File: src/rtl/cordic_pkg.sv
// Shared types and helpers for the CORDIC issue scheduler: tag layout and round-robin pick.
package cordic_pkg;

  localparam int PKG_NUM_REQ  = 4;
  localparam int PKG_ID_WIDTH = 8;
  localparam int REQ_W        = $clog2(PKG_NUM_REQ);
  localparam int SEQ_W        = PKG_ID_WIDTH - REQ_W;

  typedef struct packed {
    logic [REQ_W-1:0] req;
    logic [SEQ_W-1:0] seq;
  } cordic_tag_t;

  typedef struct packed {
    logic             found;
    logic [REQ_W-1:0] idx;
  } rr_pick_t;

  // Walk offsets from the far end so the closest eligible index to ptr is written last.
  function automatic rr_pick_t rr_pick(input logic [PKG_NUM_REQ-1:0] valid,
                                       input logic [REQ_W-1:0]       ptr);
    rr_pick_t         pick;
    logic [REQ_W-1:0] cand;
    pick = '0;
    for (int k = PKG_NUM_REQ - 1; k >= 0; k--) begin
      cand = ptr + REQ_W'(k);
      if (valid[cand]) begin
        pick.found = 1'b1;
        pick.idx   = cand;
      end
    end
    return pick;
  endfunction

endpackage

File: src/rtl/cordic_issue_scheduler_chk.sv
// Run-time checks on scheduler invariants: credit ceiling and no push into a full result FIFO.
module cordic_issue_scheduler_chk #(
  parameter int NUM_REQ = 4,
  parameter int CNT_W   = 3,
  parameter int CREDITS = 4
) (
  input logic                            clock,
  input logic                            reset,
  input logic [NUM_REQ-1:0][CNT_W-1:0]   credit,
  input logic [NUM_REQ-1:0]              overflow
);

  // Sample invariants on every active edge outside reset.
  always @(posedge clock) begin
    if (!reset) begin
      for (int i = 0; i < NUM_REQ; i++) begin
        assert (credit[i] <= CNT_W'(CREDITS))
          else $error("credit of requester %0d above ceiling: %0d", i, credit[i]);
        assert (!overflow[i])
          else $error("push into full result fifo %0d", i);
      end
    end
  end

endmodule

File: src/rtl/cordic_result_fifo.sv
// Synchronous first-word-fall-through result FIFO; push and pop may coincide at full or empty.
module cordic_result_fifo #(
  parameter int DEPTH = 4,
  parameter int WIDTH = 12
) (
  input  logic             clock,
  input  logic             reset,
  input  logic             push,
  input  logic [WIDTH-1:0] push_data,
  input  logic             pop,
  output logic [WIDTH-1:0] pop_data,
  output logic             not_empty,
  output logic             full
);
  localparam int PTR_W = (DEPTH > 1) ? $clog2(DEPTH) : 1;
  localparam int CNT_W = $clog2(DEPTH + 1);

  logic [WIDTH-1:0] mem_r [DEPTH];
  logic [PTR_W-1:0] wr_ptr_r;
  logic [PTR_W-1:0] rd_ptr_r;
  logic [CNT_W-1:0] count_r;
  logic             do_push_s;
  logic             do_pop_s;

  function automatic logic [PTR_W-1:0] next_ptr(input logic [PTR_W-1:0] p);
    if (p == PTR_W'(DEPTH - 1)) begin
      return '0;
    end else begin
      return p + 1'b1;
    end
  endfunction

  assign not_empty = (count_r != '0);
  assign full      = (count_r == CNT_W'(DEPTH));
  assign do_pop_s  = pop && not_empty;
  assign do_push_s = push && (!full || do_pop_s);
  assign pop_data  = mem_r[rd_ptr_r];

  // Storage array, written without reset.
  always_ff @(posedge clock) begin
    if (do_push_s) begin
      mem_r[wr_ptr_r] <= push_data;
    end
  end

  // Pointer and occupancy tracking.
  always_ff @(posedge clock) begin
    if (reset) begin
      wr_ptr_r <= '0;
      rd_ptr_r <= '0;
      count_r  <= '0;
    end else begin
      if (do_push_s) begin
        wr_ptr_r <= next_ptr(wr_ptr_r);
      end
      if (do_pop_s) begin
        rd_ptr_r <= next_ptr(rd_ptr_r);
      end
      case ({do_push_s, do_pop_s})
        2'b10:   count_r <= count_r + 1'b1;
        2'b01:   count_r <= count_r - 1'b1;
        default: count_r <= count_r;
      endcase
    end
  end

endmodule

File: src/rtl/cordic_issue_scheduler.sv
// Round-robin issue of tagged operands into a shared no-stall datapath, with credit-guarded
// per-requester result FIFOs fed back by tag.
module cordic_issue_scheduler
  import cordic_pkg::*;
#(
  parameter int NUM_REQ  = 4,
  parameter int DATA_W   = 12,
  parameter int ID_WIDTH = 8,
  parameter int LATENCY  = 11,
  parameter int CREDITS  = 4
) (
  input  logic                      clock,
  input  logic                      reset,
  input  logic [NUM_REQ-1:0]        req_valid,
  output logic [NUM_REQ-1:0]        req_ready,
  input  logic [NUM_REQ*DATA_W-1:0] req_data,
  output logic [DATA_W-1:0]         dp_in_value,
  output logic [ID_WIDTH-1:0]       dp_in_id,
  input  logic [DATA_W-1:0]         dp_out_value,
  input  logic [ID_WIDTH-1:0]       dp_out_id,
  output logic [NUM_REQ-1:0]        rsp_valid,
  input  logic [NUM_REQ-1:0]        rsp_ready,
  output logic [NUM_REQ*DATA_W-1:0] rsp_data,
  output logic                      seq_err,
  output logic                      busy
);
  localparam int CNT_W = $clog2(CREDITS + 1);

  logic [NUM_REQ-1:0][CNT_W-1:0] credit_r;
  logic [NUM_REQ-1:0][SEQ_W-1:0] iss_seq_r;
  logic [NUM_REQ-1:0][SEQ_W-1:0] exp_seq_r;
  logic [REQ_W-1:0]              rr_ptr_r;
  logic [LATENCY:0]              valid_line_r;
  logic [NUM_REQ-1:0]            eligible_s;
  logic [NUM_REQ-1:0]            push_s;
  logic [NUM_REQ-1:0]            pop_s;
  logic [NUM_REQ-1:0]            full_s;
  logic [NUM_REQ-1:0]            overflow_s;
  logic                          mismatch_s;
  rr_pick_t                      pick_s;
  cordic_tag_t                   out_tag_s;

  // Requesters with an offer and at least one credit left.
  always_comb begin
    eligible_s = '0;
    for (int i = 0; i < NUM_REQ; i++) begin
      eligible_s[i] = req_valid[i] && (credit_r[i] != '0);
    end
  end

  assign pick_s = rr_pick(eligible_s, rr_ptr_r);

  // One-hot accept from the round-robin winner; held low while in reset.
  always_comb begin
    req_ready = '0;
    if (pick_s.found && !reset) begin
      req_ready[pick_s.idx] = 1'b1;
    end else begin
      req_ready = '0;
    end
  end

  assign out_tag_s  = cordic_tag_t'(dp_out_id);
  assign pop_s      = rsp_valid & rsp_ready;
  assign overflow_s = push_s & full_s & ~pop_s;

  // Route a returning result by tag and compare its sequence against expectation.
  always_comb begin
    push_s     = '0;
    mismatch_s = 1'b0;
    if (valid_line_r[LATENCY]) begin
      push_s[out_tag_s.req] = 1'b1;
      mismatch_s = (out_tag_s.seq != exp_seq_r[out_tag_s.req]);
    end else begin
      push_s     = '0;
      mismatch_s = 1'b0;
    end
  end

  // Issue register, round-robin pointer, issue sequence counters and in-flight valid line.
  always_ff @(posedge clock) begin
    if (reset) begin
      dp_in_value  <= '0;
      dp_in_id     <= '0;
      valid_line_r <= '0;
      rr_ptr_r     <= '0;
      iss_seq_r    <= '0;
    end else begin
      valid_line_r <= {valid_line_r[LATENCY-1:0], pick_s.found};
      if (pick_s.found) begin
        dp_in_value                <= req_data[pick_s.idx*DATA_W +: DATA_W];
        dp_in_id                   <= {pick_s.idx, iss_seq_r[pick_s.idx]};
        iss_seq_r[pick_s.idx]      <= iss_seq_r[pick_s.idx] + 1'b1;
        rr_ptr_r                   <= pick_s.idx + 1'b1;
      end else begin
        dp_in_value <= '0;
        dp_in_id    <= '0;
      end
    end
  end

  // Credits, expected sequences, sticky error and registered busy.
  always_ff @(posedge clock) begin
    if (reset) begin
      credit_r  <= {NUM_REQ{CNT_W'(CREDITS)}};
      exp_seq_r <= '0;
      seq_err   <= 1'b0;
      busy      <= 1'b0;
    end else begin
      for (int i = 0; i < NUM_REQ; i++) begin
        case ({req_ready[i], pop_s[i]})
          2'b10:   credit_r[i] <= credit_r[i] - 1'b1;
          2'b01:   credit_r[i] <= credit_r[i] + 1'b1;
          default: credit_r[i] <= credit_r[i];
        endcase
      end
      if (valid_line_r[LATENCY]) begin
        exp_seq_r[out_tag_s.req] <= exp_seq_r[out_tag_s.req] + 1'b1;
      end
      if (mismatch_s || (|overflow_s)) begin
        seq_err <= 1'b1;
      end
      busy <= (|valid_line_r) || (|rsp_valid);
    end
  end

  for (genvar gi = 0; gi < NUM_REQ; gi++) begin : g_fifo
    cordic_result_fifo #(
      .DEPTH(CREDITS),
      .WIDTH(DATA_W)
    ) u_fifo (
      .clock    (clock),
      .reset    (reset),
      .push     (push_s[gi]),
      .push_data(dp_out_value),
      .pop      (rsp_ready[gi]),
      .pop_data (rsp_data[gi*DATA_W +: DATA_W]),
      .not_empty(rsp_valid[gi]),
      .full     (full_s[gi])
    );
  end

  cordic_issue_scheduler_chk #(
    .NUM_REQ(NUM_REQ),
    .CNT_W  (CNT_W),
    .CREDITS(CREDITS)
  ) u_chk (
    .clock   (clock),
    .reset   (reset),
    .credit  (credit_r),
    .overflow(overflow_s)
  );

endmodule
File: config.mk
export PLATFORM = sky130hd
export DESIGN_NAME = cordic_issue_scheduler
export DESIGN_NICKNAME = d
export VERILOG_FILES = /design/src/rtl/cordic_pkg.sv /design/src/rtl/cordic_issue_scheduler_chk.sv /design/src/rtl/cordic_result_fifo.sv /design/src/rtl/cordic_issue_scheduler.sv
export SDC_FILE = /design/constraint.sdc
export NUM_CORES = 1
export LEC_CHECK = 0
export BUFFER_PORTS_ARGS = -buffer_cell sky130_fd_sc_hd__buf_2
export CORE_MARGIN = 8
export CORE_UTILIZATION = 40
export DETAILED_ROUTE_END_ITERATION = 7
export SKIP_LAST_GASP = 1
export SLEW_MARGIN = 30
export SYNTH_ARGS = -nofsm -noshare
export SYNTH_HDL_FRONTEND = slang
export SYNTH_SLANG_ARGS = --single-unit
File: constraint.sdc
create_clock -name clock -period 6.5 [get_ports clock]
set_clock_uncertainty 0.05 [all_clocks]
set_input_delay 1.95 -clock clock [delete_from_list [all_inputs] [get_ports clock]]
set_output_delay 1.95 -clock clock [all_outputs]
set_load 0.01 [all_outputs]
==> flow_metrics.py <==
metrics = {
    "grt": {
        "grt_max_degree": 65,
        "grt_pass1_vias": 7815,
        "antenna_found_initial": 0,
        "grt_pass1_wl_mm": 42.6,
        "grtUsageTotal": 0.137,
        "overflow": 0,
    },
    "worst_setup_path": {
        "r2r_slack_ps": 3250,
        "critPathRequiredTime_ps": 4500,
        "path_class": "input pin to primary output",
        "worstReg2RegEnd": "credit_r[8]",
        "worst_setup_path_end_kind": "primary output",
        "arrival_ps": 3630,
        "rr_worst_depth": 12,
        "worst_setup_path_start_kind": "input pin",
        "worstSetupStartpoint": "req_valid[1]",
        "cp_max_fo": 23,
        "regToRegStartpoint": "credit_r[0]",
    },
    "yosys": {
        "synth_compound_area_frac": 0.0602,
        "ys_warn_count": 0,
        "syn_area_per_cell_um2": 14.2,
        "synth.net_count": 1037,
        "synth_edf_count": 192,
        "synth_top_family_by_area": "multiplexers",
        "postSynthCellCount": 925,
        "ys_ff_latch": 324,
        "syn_area_um2": 13200,
        "yosys-mux-area-fraction": 0.126,
        "ys_seq_area_frac": 0.639,
        "synth-simple-area-share": 0.0864,
        "synthAdderAreaFrac": 0.0369,
        "synth_xor_area_frac": 0.0233,
        "async_flop_share": 0,
        "yosysUniqueCellTypes": 53,
        "synthFlopType": "edfxtp_1",
    },
    "detailed_routing": {
        "topRoutingLayerUsed": "met4",
        "wl_mm": 27.1,
        "antenna_left": 0,
        "drc": 0,
        "vias": 7620,
        "wl_met2_mm": 12.8,
        "first_pass_iters": 4,
        "avgViaCountPerCell": 4.94,
        "post_drt_wl_per_cell_um": 17.5,
        "drt_iter0_drc": 348,
        "m1WireLength_mm": 12.4,
        "wl_met3_mm": 1.40,
    },
    "finish": {
        "final_cell_mix": "192 x edfxtp_1, 155 x buf_2, 132 x dfxtp_1, 106 x nor2_1, 54 x mux4_2",
        "nets": 1189,
        "diodes": 0,
        "regArea_um2": 8410,
        "final_util": 0.478,
        "multi_input_area_um2": 4390,
        "area_delta_synth_final_pct": 18.1,
        "drive_above_1_share": 0.260,
        "final_cells": 1544,
        "layout_commonest_cell": "edfxtp_1",
        "fill_cells": 2844,
    },
    "place": {
        "place.gp.congestion": 0.758,
        "dp_hpwl_mm": 18.4,
        "pre_cts_slack_ps": 859,
        "portBuffers": 155,
        "post-place-cells": 1482,
    },
    "pwr": {
        "power.leakage_uw": 0.00557,
        "power_density_nw_per_um2": 376,
        "ir_drop_mv": 0.203,
    },
    "die": {
        "io_pins": 156,
        "fp.dieH_um": 197,
        "start_util": 0.405,
        "fp.coreArea_um2": 32500,
        "die_area_um2": 38900,
        "die_w_um": 197,
        "rows": 66,
    },
    "timing": {
        "drv_slew": 0,
        "fin_crit_sh": 0.867,
        "setup_viol": 0,
        "fin_crit_ps": 5630,
        "grt_setup_unrepaired": "no",
        "slew_headroom": 0.411,
        "hold_violations": 0,
        "setup_slack_ps": 867,
        "setup_tns_ps": 0,
        "tightest_slew_ps": 877,
        "fmax_mhz": 178,
    },
    "cts": {
        "post_cts_buffers": 0,
        "ctsResizeCount": 0,
        "cts_hold_buf": 0,
        "insertion_delay_ps": 520,
        "cts_buffers": 35,
        "cts-root-buf": "clkbuf_16",
        "htreeDepth": 2,
        "cts_tree": "done",
        "clk_pin_slew_ps": 60,
        "cts.sinks": 324,
        "clock_path_buffers": 3,
    },
    "min_path": {
        "min_path_type": "flip-flop to flip-flop",
        "hold_end": "valid_line_r[11]",
        "hold_depth": 1,
        "hp-start": "valid_line_r[10]",
    },
    "flow_run": {
        "maxCapViolCount": 0,
    },
    "outcome": {
        "status": "finished, final reports clean",
    },
}
## cell type report
class                   count  share of cell area
clock buffers              42              0.0600
clock inverters            20              0.0168
inverters                  41             0.00991
multi-input cells         513               0.283
flip-flops and latches    324               0.541
well taps                 442              0.0356
repair buffers            162              0.0533
## metrics by stage
stage	hold slack (ps)	power (µW)	cell area, µm²
5_1_grt	423	6160	15500
3_5_place_dp	391	3870	14300
6_report	401	5840	15500
3_3_place_gp	389	3860	14300
4_1_cts	404	5920	15500
2_1_floorplan	379	3500	13200
## critical path, stage by stage
cell,delay [ps]
buf_2,80
o31a_1,250
nor3_1,150
or2_2,480
nor3_1,480
buf_2,230
## cell usage after synthesis, drive strengths merged, types with 5 or more instances
master | n | area, µm²
and3 | 13 | 81.3
mux4 | 54 | 1220
o21ai | 14 | 70.1
nor3 | 12 | 76.3
inv | 41 | 154
a211oi | 48 | 360
or3 | 8 | 50.1
nor2b | 23 | 144
a31oi | 5 | 31.3
ha | 26 | 325
dfxtp | 132 | 2640
mux2 | 6 | 75.1
xor2 | 16 | 140
nor4 | 6 | 56.3
nor2 | 106 | 398
nand2 | 35 | 131
fa | 8 | 160
xnor2 | 19 | 166
and2 | 9 | 56.3
edfxtp | 192 | 5770
a21oi | 36 | 180
buf | 15 | 98.8
mux2i | 36 | 360
clkbuf | 32 | 120
nand3 | 8 | 52.6
## power by group
group          internal, µW  switching (µW)
registers              2340             154
logic                   570             748
clock network          1230             799
total                  4140            1700
## per-layer routing
metal,vias to the layer above,global-route usage
met1,3692,0.182
met2,165,0.225
li1,3728,-
met5,-,0
met3,35,0.0284
met4,0,0.0357
## cell families after synthesis
kind of cell / count (synthesis)
buffers and inverters: 88
flip-flops: 324
AND/OR/NAND/NOR: 230
AO/OA/AOI/OAI: 118
adder cells (fa/ha/maj): 34
XOR/XNOR: 35
multiplexers: 96
## state kept, by name, summed over array words and instances, names as in the netlist, named ones only
signal / count
valid_line_r: 12
rr_ptr_r: 2
g_fifo.u_fifo.mem_r: 192
g_fifo.u_fifo.count_r: 12
seq_err: 1
credit_r: 12
busy: 1
dp_in_id: 8
exp_seq_r: 24
iss_seq_r: 24
dp_in_value: 12
g_fifo.u_fifo.rd_ptr_r: 8
g_fifo.u_fifo.wr_ptr_r: 8
## how the worst max path moves through the flow
stage | endpoint | slack, ps | cells past startpoint
2_1_floorplan | req_ready[0] | 1050 | 9
3_3_place_gp | req_ready[1] | 950 | 9
3_5_place_dp | req_ready[2] | 860 | 6
4_1_cts | req_ready[2] | 850 | 6
5_1_grt | req_ready[2] | 670 | 6
6_report | req_ready[2] | 870 | 6
(Power assumes the default switching activity.)
